## src/rtl/led_anim_seq.sv

```systemverilog
// ---------------------------------------------------------------------------
// led_anim_seq
//
// Self-timed LED / 7-segment animation sequencer. A host loads frame patterns
// into a small pattern RAM through a write port. The sequencer then steps a
// frame index through the window [start_frame, end_frame] at a rate set by an
// internal prescaler. It shows the pattern of the current frame on seg_o.
//
// Playback modes (mode input):
//    2'b00 loop       : start .. end, start .. end, ...
//    2'b01 ping-pong  : start .. end .. start .. end ...
//    2'b10 one-shot   : start .. end, then stop and raise done_o
//    2'b11 hold       : ticks keep pulsing, the frame index is frozen
//
// Parameters
//    SEG_W      segment bits per frame
//    FRAME_AW   frame address width, pattern RAM depth is 2**FRAME_AW
//    DIV_W      prescaler width
//    ACTIVE_LOW 1: blank pattern is all ones, 0: blank pattern is all zeros
//
// Ports
//    clk          system clock, rising edge
//    rst          asynchronous reset, active-high
//    en           run enable, low freezes prescaler and frame index
//    restart      reload start_frame, clear prescaler and done_o
//    mode         playback mode, see above
//    div          frame period in clocks minus one
//    start_frame  first frame of the window
//    end_frame    last frame of the window
//    wr_en        pattern RAM write strobe
//    wr_addr      pattern RAM write address
//    wr_data      pattern written to RAM
//    blink        (LED_ANIM_BLINK_EN builds only) blank 2nd half of each frame
//    seg_o        registered segment pattern
//    frame_o      current frame index
//    tick_o       one-cycle pulse on each frame advance
//    done_o       one-shot complete, sticky until restart or rst
//
// Build option
//    LED_ANIM_BLINK_EN : adds the blink input. While blink is high, seg_o is
//                        blanked when the prescaler is past half the period.
// ---------------------------------------------------------------------------
module led_anim_seq #(
   parameter int SEG_W      = 7,
   parameter int FRAME_AW   = 7,
   parameter int DIV_W      = 24,
   parameter int ACTIVE_LOW = 1
) (
   input  logic                clk,
   input  logic                rst,
   input  logic                en,
   input  logic                restart,
   input  logic [1:0]          mode,
   input  logic [DIV_W-1:0]    div,
   input  logic [FRAME_AW-1:0] start_frame,
   input  logic [FRAME_AW-1:0] end_frame,
   input  logic                wr_en,
   input  logic [FRAME_AW-1:0] wr_addr,
   input  logic [SEG_W-1:0]    wr_data,
`ifdef LED_ANIM_BLINK_EN
   input  logic                blink,
`endif
   output logic [SEG_W-1:0]    seg_o,
   output logic [FRAME_AW-1:0] frame_o,
   output logic                tick_o,
   output logic                done_o
);

   localparam logic [1:0] ST_IDLE    = 2'd0;
   localparam logic [1:0] ST_RUN_FWD = 2'd1;
   localparam logic [1:0] ST_RUN_REV = 2'd2;
   localparam logic [1:0] ST_DONE    = 2'd3;

   localparam logic [1:0] MODE_LOOP    = 2'b00;
   localparam logic [1:0] MODE_PINGPONG = 2'b01;
   localparam logic [1:0] MODE_ONESHOT = 2'b10;
   localparam logic [1:0] MODE_HOLD    = 2'b11;

   localparam logic [SEG_W-1:0]    BLANK     = (ACTIVE_LOW != 0) ? {SEG_W{1'b1}} : {SEG_W{1'b0}};
   localparam logic [FRAME_AW-1:0] FRAME_ONE = {{(FRAME_AW-1){1'b0}}, 1'b1};
   localparam logic [DIV_W-1:0]    DIV_ONE   = {{(DIV_W-1){1'b0}}, 1'b1};
   localparam logic [DIV_W-1:0]    DIV_ZERO  = '0;

   localparam int RAM_DEPTH = 1 << FRAME_AW;

   logic [SEG_W-1:0]    ram_q [0:RAM_DEPTH-1];

   logic [1:0]          state_q, state_d;
   logic [FRAME_AW-1:0] frame_q, frame_d;
   logic [DIV_W-1:0]    presc_q, presc_d;
   logic                tick_q,  tick_d;
   logic                done_q,  done_d;
   logic [SEG_W-1:0]    seg_q,   seg_d;

   logic                running;
   logic                tick_c;
   logic                window_bad;
   logic [FRAME_AW-1:0] step_frame;
   logic [1:0]          step_state;
   logic                step_done;

   // Pattern RAM. It is not reset, so the host must load it before use.
   // The read side samples ram_q in the same clock edge as the write.
   // A read of the address being written therefore returns the old word.
   always_ff @(posedge clk) begin
      if (wr_en) begin
         ram_q[wr_addr] <= wr_data;
      end
   end

   // Prescaler terminal count. The compare is ">=" rather than "==".
   // If div is lowered mid-frame below the current count, the count still
   // terminates on the next cycle instead of wrapping through the full range.
   always_comb begin
      running    = (state_q == ST_RUN_FWD) || (state_q == ST_RUN_REV);
      tick_c     = running && en && (presc_q >= div);
      window_bad = (end_frame < start_frame);
   end

   // Frame step taken one cycle after a tick.
   // It uses the mode and window present at that moment, so mid-run changes
   // take effect at the next frame advance.
   // An inverted window pins the index to start_frame.
   // An index left outside a changed window is pulled back to start_frame.
   // This keeps the index inside [start,end] at all times.
   always_comb begin
      step_frame = frame_q;
      step_state = state_q;
      step_done  = 1'b0;
      if (window_bad) begin
         step_frame = start_frame;
      end else if (mode == MODE_HOLD) begin
         step_frame = frame_q;
      end else if ((frame_q < start_frame) || (frame_q > end_frame)) begin
         step_frame = start_frame;
         step_state = ST_RUN_FWD;
      end else if (state_q == ST_RUN_REV) begin
         if (frame_q > start_frame) begin
            step_frame = frame_q - FRAME_ONE;
         end else if (start_frame != end_frame) begin
            step_frame = frame_q + FRAME_ONE;
            step_state = ST_RUN_FWD;
         end else begin
            step_state = ST_RUN_FWD;
         end
      end else begin
         if (frame_q < end_frame) begin
            step_frame = frame_q + FRAME_ONE;
         end else begin
            case (mode)
               MODE_LOOP: begin
                  step_frame = start_frame;
               end
               MODE_PINGPONG: begin
                  // A single-frame window has nowhere to bounce to, so
                  // the frame is held and direction stays forward.
                  if (start_frame != end_frame) begin
                     step_frame = frame_q - FRAME_ONE;
                     step_state = ST_RUN_REV;
                  end
               end
               MODE_ONESHOT: begin
                  step_state = ST_DONE;
                  step_done  = 1'b1;
               end
               default: begin
                  step_frame = frame_q;
               end
            endcase
         end
      end
   end

   // Main next-state logic. restart overrides everything else, including a
   // pending tick. tick_o is registered from the terminal count, and the frame
   // index steps on the following edge, one cycle behind the tick.
   always_comb begin
      state_d = state_q;
      frame_d = frame_q;
      presc_d = presc_q;
      tick_d  = 1'b0;
      done_d  = done_q;
      if (restart) begin
         state_d = ST_RUN_FWD;
         frame_d = start_frame;
         presc_d = DIV_ZERO;
         done_d  = 1'b0;
      end else begin
         case (state_q)
            ST_IDLE: begin
               if (en) begin
                  state_d = ST_RUN_FWD;
                  frame_d = start_frame;
               end
            end
            ST_RUN_FWD, ST_RUN_REV: begin
               if (en) begin
                  presc_d = tick_c ? DIV_ZERO : (presc_q + DIV_ONE);
                  tick_d  = tick_c;
               end
               if (tick_q) begin
                  frame_d = step_frame;
                  state_d = step_state;
                  if (step_done) begin
                     done_d  = 1'b1;
                     presc_d = DIV_ZERO;
                  end
               end
            end
            default: begin
               state_d = ST_DONE;
            end
         endcase
      end
   end

   // Segment output register. It reads the RAM at the current frame index,
   // so seg_o trails frame_o by one clock.
   // IDLE keeps the blank reset value, so an unloaded RAM is never displayed.
   // In DONE the frame is frozen, so seg_o holds unless the host rewrites
   // that frame.
   always_comb begin
      seg_d = seg_q;
      if (state_q != ST_IDLE) begin
         seg_d = ram_q[frame_q];
      end
`ifdef LED_ANIM_BLINK_EN
      if (blink && running && (presc_q > (div >> 1))) begin
         seg_d = BLANK;
      end
`endif
   end

   // State registers, all cleared asynchronously.
   always_ff @(posedge clk or posedge rst) begin
      if (rst) begin
         state_q <= ST_IDLE;
         frame_q <= '0;
         presc_q <= '0;
         tick_q  <= 1'b0;
         done_q  <= 1'b0;
         seg_q   <= BLANK;
      end else begin
         state_q <= state_d;
         frame_q <= frame_d;
         presc_q <= presc_d;
         tick_q  <= tick_d;
         done_q  <= done_d;
         seg_q   <= seg_d;
      end
   end

   assign seg_o   = seg_q;
   assign frame_o = frame_q;
   assign tick_o  = tick_q;
   assign done_o  = done_q;

endmodule

```

## config.mk

```make
export PLATFORM = sky130hd
export DESIGN_NAME = led_anim_seq
export DESIGN_NICKNAME = d
export VERILOG_FILES = /design/src/rtl/led_anim_seq.sv
export SDC_FILE = /design/constraint.sdc
export NUM_CORES = 1
export LEC_CHECK = 0
export ABC_AREA = 0
export BUFFER_PORTS_ARGS = -buffer_cell sky130_fd_sc_hd__buf_4
export CORE_MARGIN = 2
export CORE_UTILIZATION = 39
export DETAILED_ROUTE_END_ITERATION = 16
export GPL_TIMING_DRIVEN = 0
export HOLD_SLACK_MARGIN = 0.03
export PLACE_DENSITY = 0.63
export SYNTH_ARGS = -nofsm -noshare
export SYNTH_HDL_FRONTEND = slang
export SYNTH_SLANG_ARGS = --single-unit
export TNS_END_PERCENT = 20
```

## constraint.sdc

```tcl
create_clock -name clk -period 7.16 [get_ports clk]
set_input_delay 0.358 -clock clk [delete_from_list [all_inputs] [get_ports clk]]
set_output_delay 0.358 -clock clk [all_outputs]
set_load 0.1 [all_outputs]
```

**Yosys cells after proc, flatten, opt, wreduce, memory -nomap -nowiden**

Memory sizes are Yosys's and may differ from the RTL's. A register that Yosys moved wholly into a read port is not among the register bits.
Cells that the tools add are included.

- Memories kept: 1
- Logic and storage cells: 94
- Flip-flop bits (word level): 35
- Bits of input ports: 59
- Output and inout bits: 16
- ROM bits: 0
- Latch bits: 0
- RAM bits: 896

Memories:

| name | words | bits a word | rd ports | clocked after memory_dff | wr ports | line | text |
|---|---|---|---|---|---|---|---|
| ram_q | 128 | 7 | 1 | 1 | 1 | 86 | `logic [SEG_W-1:0] ram_q [0:RAM_DEPTH-1];` |

- Reductions and logical operators: 15
- Order comparisons: 6
- Equality and inequality tests: 18
- Div/mod/pow operators: 0
- Muxes and demuxes: 46
- Bitwise gates (word level): 0
- Add/subtract/negate cells: 3
- Multiply operators: 0
- Shift-type cells: 0

Operators by type and width:

| operator | number |
|---|---|
| 2-to-1 mux 24 bit | 6 |
| 2-to-1 mux 7 bit | 11 |
| case mux 7 bit (2 select lines) | 2 |
| adder 24 x 1 -> 24 bit (second input constant) | 1 |
| >= comparator 24 bit | 1 |
| < comparator 7 bit | 3 |
| 2-to-1 mux 2 bit | 10 |
| 2-to-1 mux 1 bit | 15 |
| > comparator 7 bit | 2 |
| != test 3 bit (second input constant) | 4 |
| != test 5 bit (second input constant) | 2 |
| != test 8 x 6 -> 1 bit (second input constant) | 1 |
| != test 8 bit (second input constant) | 1 |
| case mux 2 bit (2 select lines) | 2 |
| AND reduction 8 bit | 1 |
| nonzero test 2 bit | 4 |
| adder 7 x 1 -> 7 bit (second input constant) | 1 |
| != test 7 bit | 1 |
| != test 7 bit (second input constant) | 1 |
| AND reduction 7 bit | 1 |
| subtractor 7 x 1 -> 7 bit (second input constant) | 1 |
| == test 2 bit (second input constant) | 3 |
| != test 6 x 4 -> 1 bit (second input constant) | 1 |
| != test 6 bit (second input constant) | 1 |
| 8 further kinds | 12 |

**Logic depth before layout (Yosys ltp)**

Gate-level depths: netlist of run 1.

- Depth after elaboration: 11
- Gate-level depth with buffers: 16

**Least setup slack after synthesis of run 1**

No wires, ideal clock.

- Path type: reg-to-reg
- Start point: register frame_q[0] (netlist: frame_o[0])
- End point: register presc_q[1]
- Stages on the path, launching flop included: 16
- Clock period less this slack: 3796 ps
- Setup slack: 3364 ps
- Arrival time: 3675 ps
- Path through: dfrtp_1 > buf_6 > buf_12 > buf_12 > buf_4 > inv_2 > buf_2 > ha_1 > nor2b_1 > o21ai_1 > a21oi_2 > o21ai_1 > or4_1 > and4_1 > buf_2 > a32o_1

- Longest elaborated chain between the ends: 10

RTL lines:

| what | line | text |
|---|---|---|
| start: declaration | 89 | `logic [FRAME_AW-1:0] frame_q, frame_d;` |
| start signal: assignment | 245 | `frame_q <= frame_d;` |
| < comparator 7 bit | 147 | `if (frame_q < end_frame) begin` |
| 2-to-1 mux 1 bit | 147 |  |
| 2-to-1 mux 1 bit | 137 | `end else if (state_q == ST_RUN_REV) begin` |
| 2-to-1 mux 1 bit (*) | 134 | `end else if ((frame_q < start_frame) \|\| (frame_q > end_frame)) begin` |
| 2-to-1 mux 1 bit (*) | 132 | `end else if (mode == MODE_HOLD) begin` |
| 2-to-1 mux 1 bit (*) | 130 | `if (window_bad) begin` |
| 2-to-1 mux 24 bit (*) | 204 | `if (step_done) begin` |
| 2-to-1 mux 24 bit (*) | 201 | `if (tick_q) begin` |
| 2-to-1 mux 24 bit (*) | 189 | `case (state_q)` |
| 2-to-1 mux 24 bit (*) | 183 | `if (restart) begin` |
| end signal: assignment | 246 | `presc_q <= presc_d;` |
| end: declaration | 90 | `logic [DIV_W-1:0] presc_q, presc_d;` |

Mark *: on every way between the ends. The rest lies on a longest branch, timed or not. The select of a mux whose other input is x is not followed.
A chain may end at the register's enable or synchronous reset.

==> impl_results.md, run 1 <==
- Status: finished with violations
- Failing checks: capacitance limit, slew limit
- Finish-stage setup viols: 0
- RSZ-0062 raised after global routing: no
- Number of post-CTS setup repair buffers: 0
- Setup_tns: 0 ns
- Post-layout minimum cycle time: 4.809 ns
- CP Cell Sequence: buf_2 > clkinv_1 > nor2_2 > clkbuf_1 > a21oi_1 > a221oi_2 > a211oi_1 > a311oi_1
- Register area share after synthesis: 71.51%
- Reg2Reg Setup Slack: 2.35 ns
- Critical path launch point type: flip-flop
- Post-CTS Hold Fix Bufs: 6
- Post-synth ARST share: 4.478%
- RePlAce Congestion: 0.9254
- Drc violations: 0
- Largest family of logic cells by synthesized area: multiplexers
- Final ANT Viol Nets: 0
- Clock sink count: 938
- Total core area: 99710 um2
- GR Overflow Total: 0
- Most frequent cells in the layout: edfxtp_1 (896), mux4_2 (189), nor2_1 (184)
- DR vias/cell: 6.107
- CP Buf/Inv Count: 3
- # fillers: 8479
- Nets: 2500
- Initial antenna violation count: 4
- Worst-Margin Slew: 1.638 ns
- Pin count of the biggest net entering global routing: 129
- Slew margin rel.: -9.208%
- Net count after synthesis: 2323
- Die area: 102800 um2
- Worst hold path class: primary input to flip-flop
- Clock-pin slew on the worst setup and hold paths: 0.07 ns
- Tot GR Track Use: 23.96%
- Vias in the first global route: 22730
- Root Driver: clkbuf_16
- Placed cell area: 41270 um2
- Max Fclk: 207.9 MHz
- Mean post-synth cell area: 17.67 um2
- Mux contribution to synthesized area: 13.78%
- EDFF count, synth: 896
- Final Hold Fails: 0
- Yosys cell types: 80
- Leak: 14.80 nW
- TritonCTS clock tree: yes
- CP delay by family, top: buffers and inverters
- TritonCTS buffer count: 93
- Rows: 116
- Crit path DAT: 5.38 ns
- Crit path kind: flip-flop to flip-flop
- CP peak stage delay: 1.10 ns
- Peak VDD IR: 0.1939 mV
- Post-Syn Instances: 2213
- DP Wirelength: 79640 um
- R2r startpoint: frame_o[3]
- Post-Synth XOR/XNOR Area: 0.3583%
- Vias: 22990
- First-pass GRT wire length: 172100 um
- Num ports: 75
- Synth warn: 0
- Syn-to-layout area delta: 14.14%
- Fin Clk Skew: 0.01743 ns
- Worst Path Required: 7.73 ns
- Slowest stage cell, crit path: nor2_2
- Share of layout cells above drive strength 1: 20.12%
- Port bufs: 68
- CTS resizes: 0
- Top FF cell, synth: edfxtp_1
- Clk buf depth: 3
- H-tree depth: 3
- Die Width: 320.7 um
- Hold Path End: done_o
- Post-route cell area: 44630 um2
- Synth Area in Compound Gates: 4.876%
- Commonest non-fill, non-tap cell in the layout: edfxtp_1
- Fin crit share: 67.16%
- CP Max Fanout: 10
- Worst skew pair latency: 0.67 ns
- Simple-gate share of the synthesized area: 5.353%
- Wire length per cell: 32.85 um
- Worst R2R End: seg_o[5]
- Hold Path Depth: 2
- Final Power: 0.01347 W
- Max-cap check violation count: 5
- Crit path capture type: flip-flop
- Drt first pass iters: 6
- Synth Area in Adders: 1.632%
- Starting DRT DRC Count: 3639
- Initial Utilization: 39.22%
- Final Max Tran Viols: 56
- Power per cell area: 301.9 nW/um2
- Die height: 320.7 um
- Area of the mapped netlist: 39110 um2
- FF+latch count, synth: 938
- Beginning of the worst hold path: restart
- R2R depth: 8
- Routed WL: 123700 um
registers in the layout, indices dropped and copies added, names as in the netlist:
name,flops
seg_o,7
tick_o,1
state_q,2
frame_o,7
presc_q,24
done_o,1
ram_q,896
per-stage QoR:
stage	setup WS, ns	std cells	utilization [%]	hold slack, ns
after floorplan	3.364	2213	-	0.4569
after global routing	2.531	3763	44.76	0.06314
after CTS	2.730	3756	44.55	0.05916
final	2.351	3765	44.76	0.07186
after global placement	2.727	3579	41.36	0.5165
after detailed placement	2.747	3580	41.39	0.2796
logic make-up after synthesis:
family,count (synthesis)
adder cells (fa/ha/maj),51
multiplexers,297
flip-flops,938
buffers and inverters,175
AO/OA/AOI/OAI,278
XOR/XNOR,16
AND/OR/NAND/NOR,458
worst max path at each step:
stage                    start          to  slack, ns  depth (start not counted)
floorplan           frame_o[0]  presc_q[1]       3.36                         15
global placement    frame_o[3]    seg_o[5]       2.73                          8
detailed placement  frame_o[3]    seg_o[5]       2.75                          8
CTS                 frame_o[3]    seg_o[5]       2.73                          8
global route        frame_o[3]    seg_o[5]       2.53                          8
finish              frame_o[3]    seg_o[5]       2.35                          8
final cells by class:
| type | count | area, um2 | area share [%] |
|---|---|---|---|
| Clock inverter | 51 | 620.6 | 1.390 |
| Multi-Input combinational cell | 1100 | 10180 | 22.81 |
| Antenna cell | 2 | 5.005 | 0.01121 |
| Clock buffer | 119 | 2477 | 5.550 |
| Buffer | 112 | 739.5 | 1.657 |
| Inverter | 63 | 236.5 | 0.5298 |
| Sequential cell | 938 | 27970 | 62.66 |
| Timing Repair Buffer | 82 | 784.5 | 1.758 |
| Tap cell | 1298 | 1624 | 3.639 |
per-layer routing:
metal	wire (um)	share of wire, %	GRT usage [%]	vias to the layer above
li1	-	-	-	9250
met1	46350	37	31.75	11830
met2	55720	45	36.41	1570
met3	15600	13	7.426	335
met4	5967	4.8	10.62	6
met5	34	0.027	0	-
cells in the mapped netlist, drive strengths merged (5+ instances only):
| library cell | number | share of area (%) |
|---|---|---|
| a211oi | 11 | 0.21 |
| a21o | 19 | 0.36 |
| a21oi | 55 | 0.72 |
| a221oi | 17 | 0.41 |
| a22oi | 26 | 0.50 |
| a31oi | 6 | 0.096 |
| and3 | 5 | 0.080 |
| and4 | 5 | 0.11 |
| buf | 78 | 1.6 |
| clkbuf | 34 | 0.33 |
| dfrtp | 35 | 2.2 |
| dfstp | 7 | 0.47 |
| edfxtp | 896 | 69 |
| ha | 51 | 1.6 |
| inv | 61 | 0.59 |
| mux2i | 104 | 2.7 |
| mux4 | 192 | 11 |
| nand2 | 107 | 1.0 |
| nand2b | 11 | 0.18 |
| nand3 | 43 | 0.55 |
| nand4 | 22 | 0.35 |
| nor2 | 185 | 1.8 |
| nor2b | 20 | 0.32 |
| nor3 | 26 | 0.36 |
| nor3b | 7 | 0.13 |
| o2111ai | 6 | 0.13 |
| o211ai | 8 | 0.15 |
| o21ai | 63 | 0.81 |
| o221ai | 7 | 0.16 |
| o22ai | 10 | 0.16 |
| or2 | 6 | 0.096 |
| or3 | 9 | 0.14 |
| xnor2 | 11 | 0.25 |
| xor2 | 5 | 0.11 |
power by group:
group / switching, W / internal [W]
sequential: 0.0000687 / 0.00607
combinational: 0.00159 / 0.000741
clock: 0.00211 / 0.00289
(Power assumes the default switching activity.)
==> run 2, diff against run 1 <==
--- a/config.mk
+++ b/config.mk
@@ -12,7 +12,7 @@
 export DETAILED_ROUTE_END_ITERATION = 16
 export GPL_TIMING_DRIVEN = 0
 export HOLD_SLACK_MARGIN = 0.03
-export PLACE_DENSITY = 0.63
+export PLACE_DENSITY = 0.65
 export SYNTH_ARGS = -nofsm -noshare
 export SYNTH_HDL_FRONTEND = slang
 export SYNTH_SLANG_ARGS = --single-unit
==> constraint.sdc (replaced) <==
create_clock -name clk -period 3.9 [get_ports clk]
set_input_delay 0.195 -clock clk [delete_from_list [all_inputs] [get_ports clk]]
set_output_delay 0.195 -clock clk [all_outputs]
set_load 0.1 [all_outputs]
==> impl_results.md, run 2 (same netlist as run 1, synthesis figures left out) <==
- Starting DRT DRC Count: 3964 (+8.9%)
- RePlAce Congestion: 0.9616 (+3.9%)
- Final worst slack: -0.09191 ns (-2.443 ns)
- Drt first pass iters: 8 (+2)
- Worst skew pair latency: 0.69 ns (+0.02 ns)
- Critical path launch point type: flip-flop
- Port bufs: 68 (unchanged)
- Failing checks: capacitance limit, slew limit, setup timing
- TritonCTS clock tree: yes
- Pin count of the biggest net entering global routing: 129 (unchanged)
- Clk buf depth: 3 (unchanged)
- Peak VDD IR: 0.4588 mV (+140%)
- Crit path from: frame_o[4]
- GR Util met3: 7.236% (-0.19 points)
- Max reg flops: 896 (unchanged)
- Met1 Use GR: 30.68% (-1.1 points)
- Reg2Reg Setup Slack: -0.09 ns (-2.44 ns)
- Critical Path Sink: seg_o[2]
- Largest Register: ram_q
- Largest regs: ram_q x896, presc_q x24
- Crit path DAT: 4.62 ns (-0.76 ns)
- R2r startpoint: frame_o[4]
- Clock sink count: 938 (unchanged)
- Crit path capture type: flip-flop
- Vias: 23410 (+1.8%)
- R2R depth: 7 (-1)
- Root Driver: clkbuf_16
- Final ANT Viol Nets: 0 (unchanged)
- Clock-pin slew on the worst setup and hold paths: 0.07 ns (about the same)
- Initial Utilization: 39.22% (unchanged)
- Commonest non-fill, non-tap cell in the layout: edfxtp_1
- Post-route cell area: 44830 um2 (+0.45%)
- H-tree depth: 3 (unchanged)
- Die area: 102800 um2 (unchanged)
- Share of layout cells above drive strength 1: 21.23% (+1.1 points)
- Fin crit share: 102.4% (+35 points)
- RSZ-0062 raised after global routing: yes
- Max-cap check violation count: 1 (-4)
- Num ports: 75 (unchanged)
- Drc violations: 0 (unchanged)
- Tot GR Track Use: 23.69% (-0.27 points)
- Die height: 320.7 um (unchanged)
- Routing usage on met2: 36.76% (+0.35 points)
- Routed WL: 123400 um (-0.23%)
- Final Max Tran Viols: 10 (-82%)
- Leak: 14.89 nW (+0.58%)
- Vias in the first global route: 22880 (+0.63%)
- Finish-stage setup viols: 5 (+5)
- Final Hold Fails: 0 (unchanged)
- DP Wirelength: 79430 um (-0.26%)
- Most frequent cells in the layout: edfxtp_1 (896), mux4_2 (189), nor2_1 (182)
- TritonCTS buffer count: 95 (+2.2%)
- DP Worst Slack: -0.5678 ns (-3.315 ns)
- Post-layout minimum cycle time: 3.992 ns (-0.8170 ns)
- Crit path kind: flip-flop to flip-flop
- Total core area: 99710 um2 (unchanged)
- Beginning of the worst hold path: wr_data[3]
- First-pass GRT wire length: 171000 um (-0.62%)
- Status: finished with violations
- Fin Clk Skew: 0.04373 ns (+0.02631 ns)
- Most used routing layer: met2
- Rows: 116 (unchanged)
- Power per cell area: 553.4 nW/um2 (+83%)
- Worst-Margin Slew: 1.504 ns (-0.1344 ns)
- Layout Utilization: 44.96% (+0.20 points)
- Die Width: 320.7 um (unchanged)
- Setup_tns: -0.2807 ns (-0.2807 ns)
- GR Overflow Total: 0 (unchanged)
- Syn-to-layout area delta: 14.65%
- Number of post-CTS setup repair buffers: 0 (unchanged)
- CP Max Fanout: 10 (unchanged)
- Initial antenna violation count: 3 (-1)
- Worst hold path class: primary input to flip-flop
- Wire length per cell: 32.67 um (-0.55%)
- Max Fclk: 250.5 MHz (+20%)
- Placed cell area: 41260 um2 (about the same)
- Worst Path Required: 4.52 ns (-3.21 ns)
- DR vias/cell: 6.199 (+1.5%)
- Slew margin rel.: -0.2498% (+9.0 points)
- Worst R2R End: seg_o[2]
- Nets: 2508 (+0.32%)
## run 2: changes by cell type in the layout (fill, tap and decap cells not counted), sizes merged, moves of 2 or more
cell / previous run / this run
buf: 153 / 144
clkinv: 33 / 45
bufinv: 12 / 10
clkinvlp: 4 / 12
clkdlybuf4s15: 0 / 4
dlygate4sd3: 7 / 14
clkbuf: 153 / 147
## run 2: final cells by class
type | instances | area (um2)
Multi-Input combinational cell | 1100 | 10210
Tap cell | 1298 | 1624
Sequential cell | 938 | 27970
Clock inverter | 68 | 698.2
Buffer | 111 | 788.3
Timing Repair Buffer | 89 | 850.8
Fill cell | 8434 | 54880
Inverter | 63 | 237.7
Antenna cell | 1 | 2.502
Clock buffer | 109 | 2451
## run 2: how the worst min path moves through the flow
stage | end | slack [ns] | cells after the start
2_1_floorplan | ram_q[0][0] | 0.29 | 0
3_3_place_gp | frame_o[3] | 0.47 | 3
3_5_place_dp | presc_q[8] | 0.23 | 2
4_1_cts | presc_q[7] | 0.09 | 3
5_1_grt | ram_q[81][2] | 0.07 | 1
6_report | ram_q[111][3] | 0.06 | 1
## run 2: timing repair
action,in CTS,in global routing
endpoints found under the setup margin,40,25
gates resized for setup,17,18
pin swaps,0,1
hold endpoints to repair,49,27
hold buffers,11,3
gates cloned,0,0
## run 2: per-stage QoR
step / cells / hold slack [ns] / power (W)
after floorplan: 2213 / 0.2939 / 0.01383
after CTS: 3767 / 0.08848 / 0.02469
final: 3777 / 0.06242 / 0.02481
after detailed placement: 3580 / 0.2296 / 0.01558
after global routing: 3776 / 0.06583 / 0.02529
after global placement: 3579 / 0.4719 / 0.01552
## run 2: where the power goes
group	internal, W	leakage [nW]	switching [W]
clock network	0.00522	1.51	0.00403
registers	0.0111	8.59	0.000144
logic	0.00138	4.78	0.00289
total	0.0177	14.9	0.00706
## run 2: critical path, stage by stage (launching register included)
cell and delay, ns:
dfrtp_1 0.77, clkbuf_2 0.57, clkdlybuf4s15_1 0.91, nand2_1 0.35, o21ai_0 0.41, a21oi_1 0.19
o221ai_1 0.48, o221a_1 0.28
## run 2: routing by layer
layer  vias to the layer above  routed length [um]
li1                       9264                   -
met1                     12020               44830
met2                      1761               56030
met3                       364               15970
met4                         6                6514
met5                         -                  40
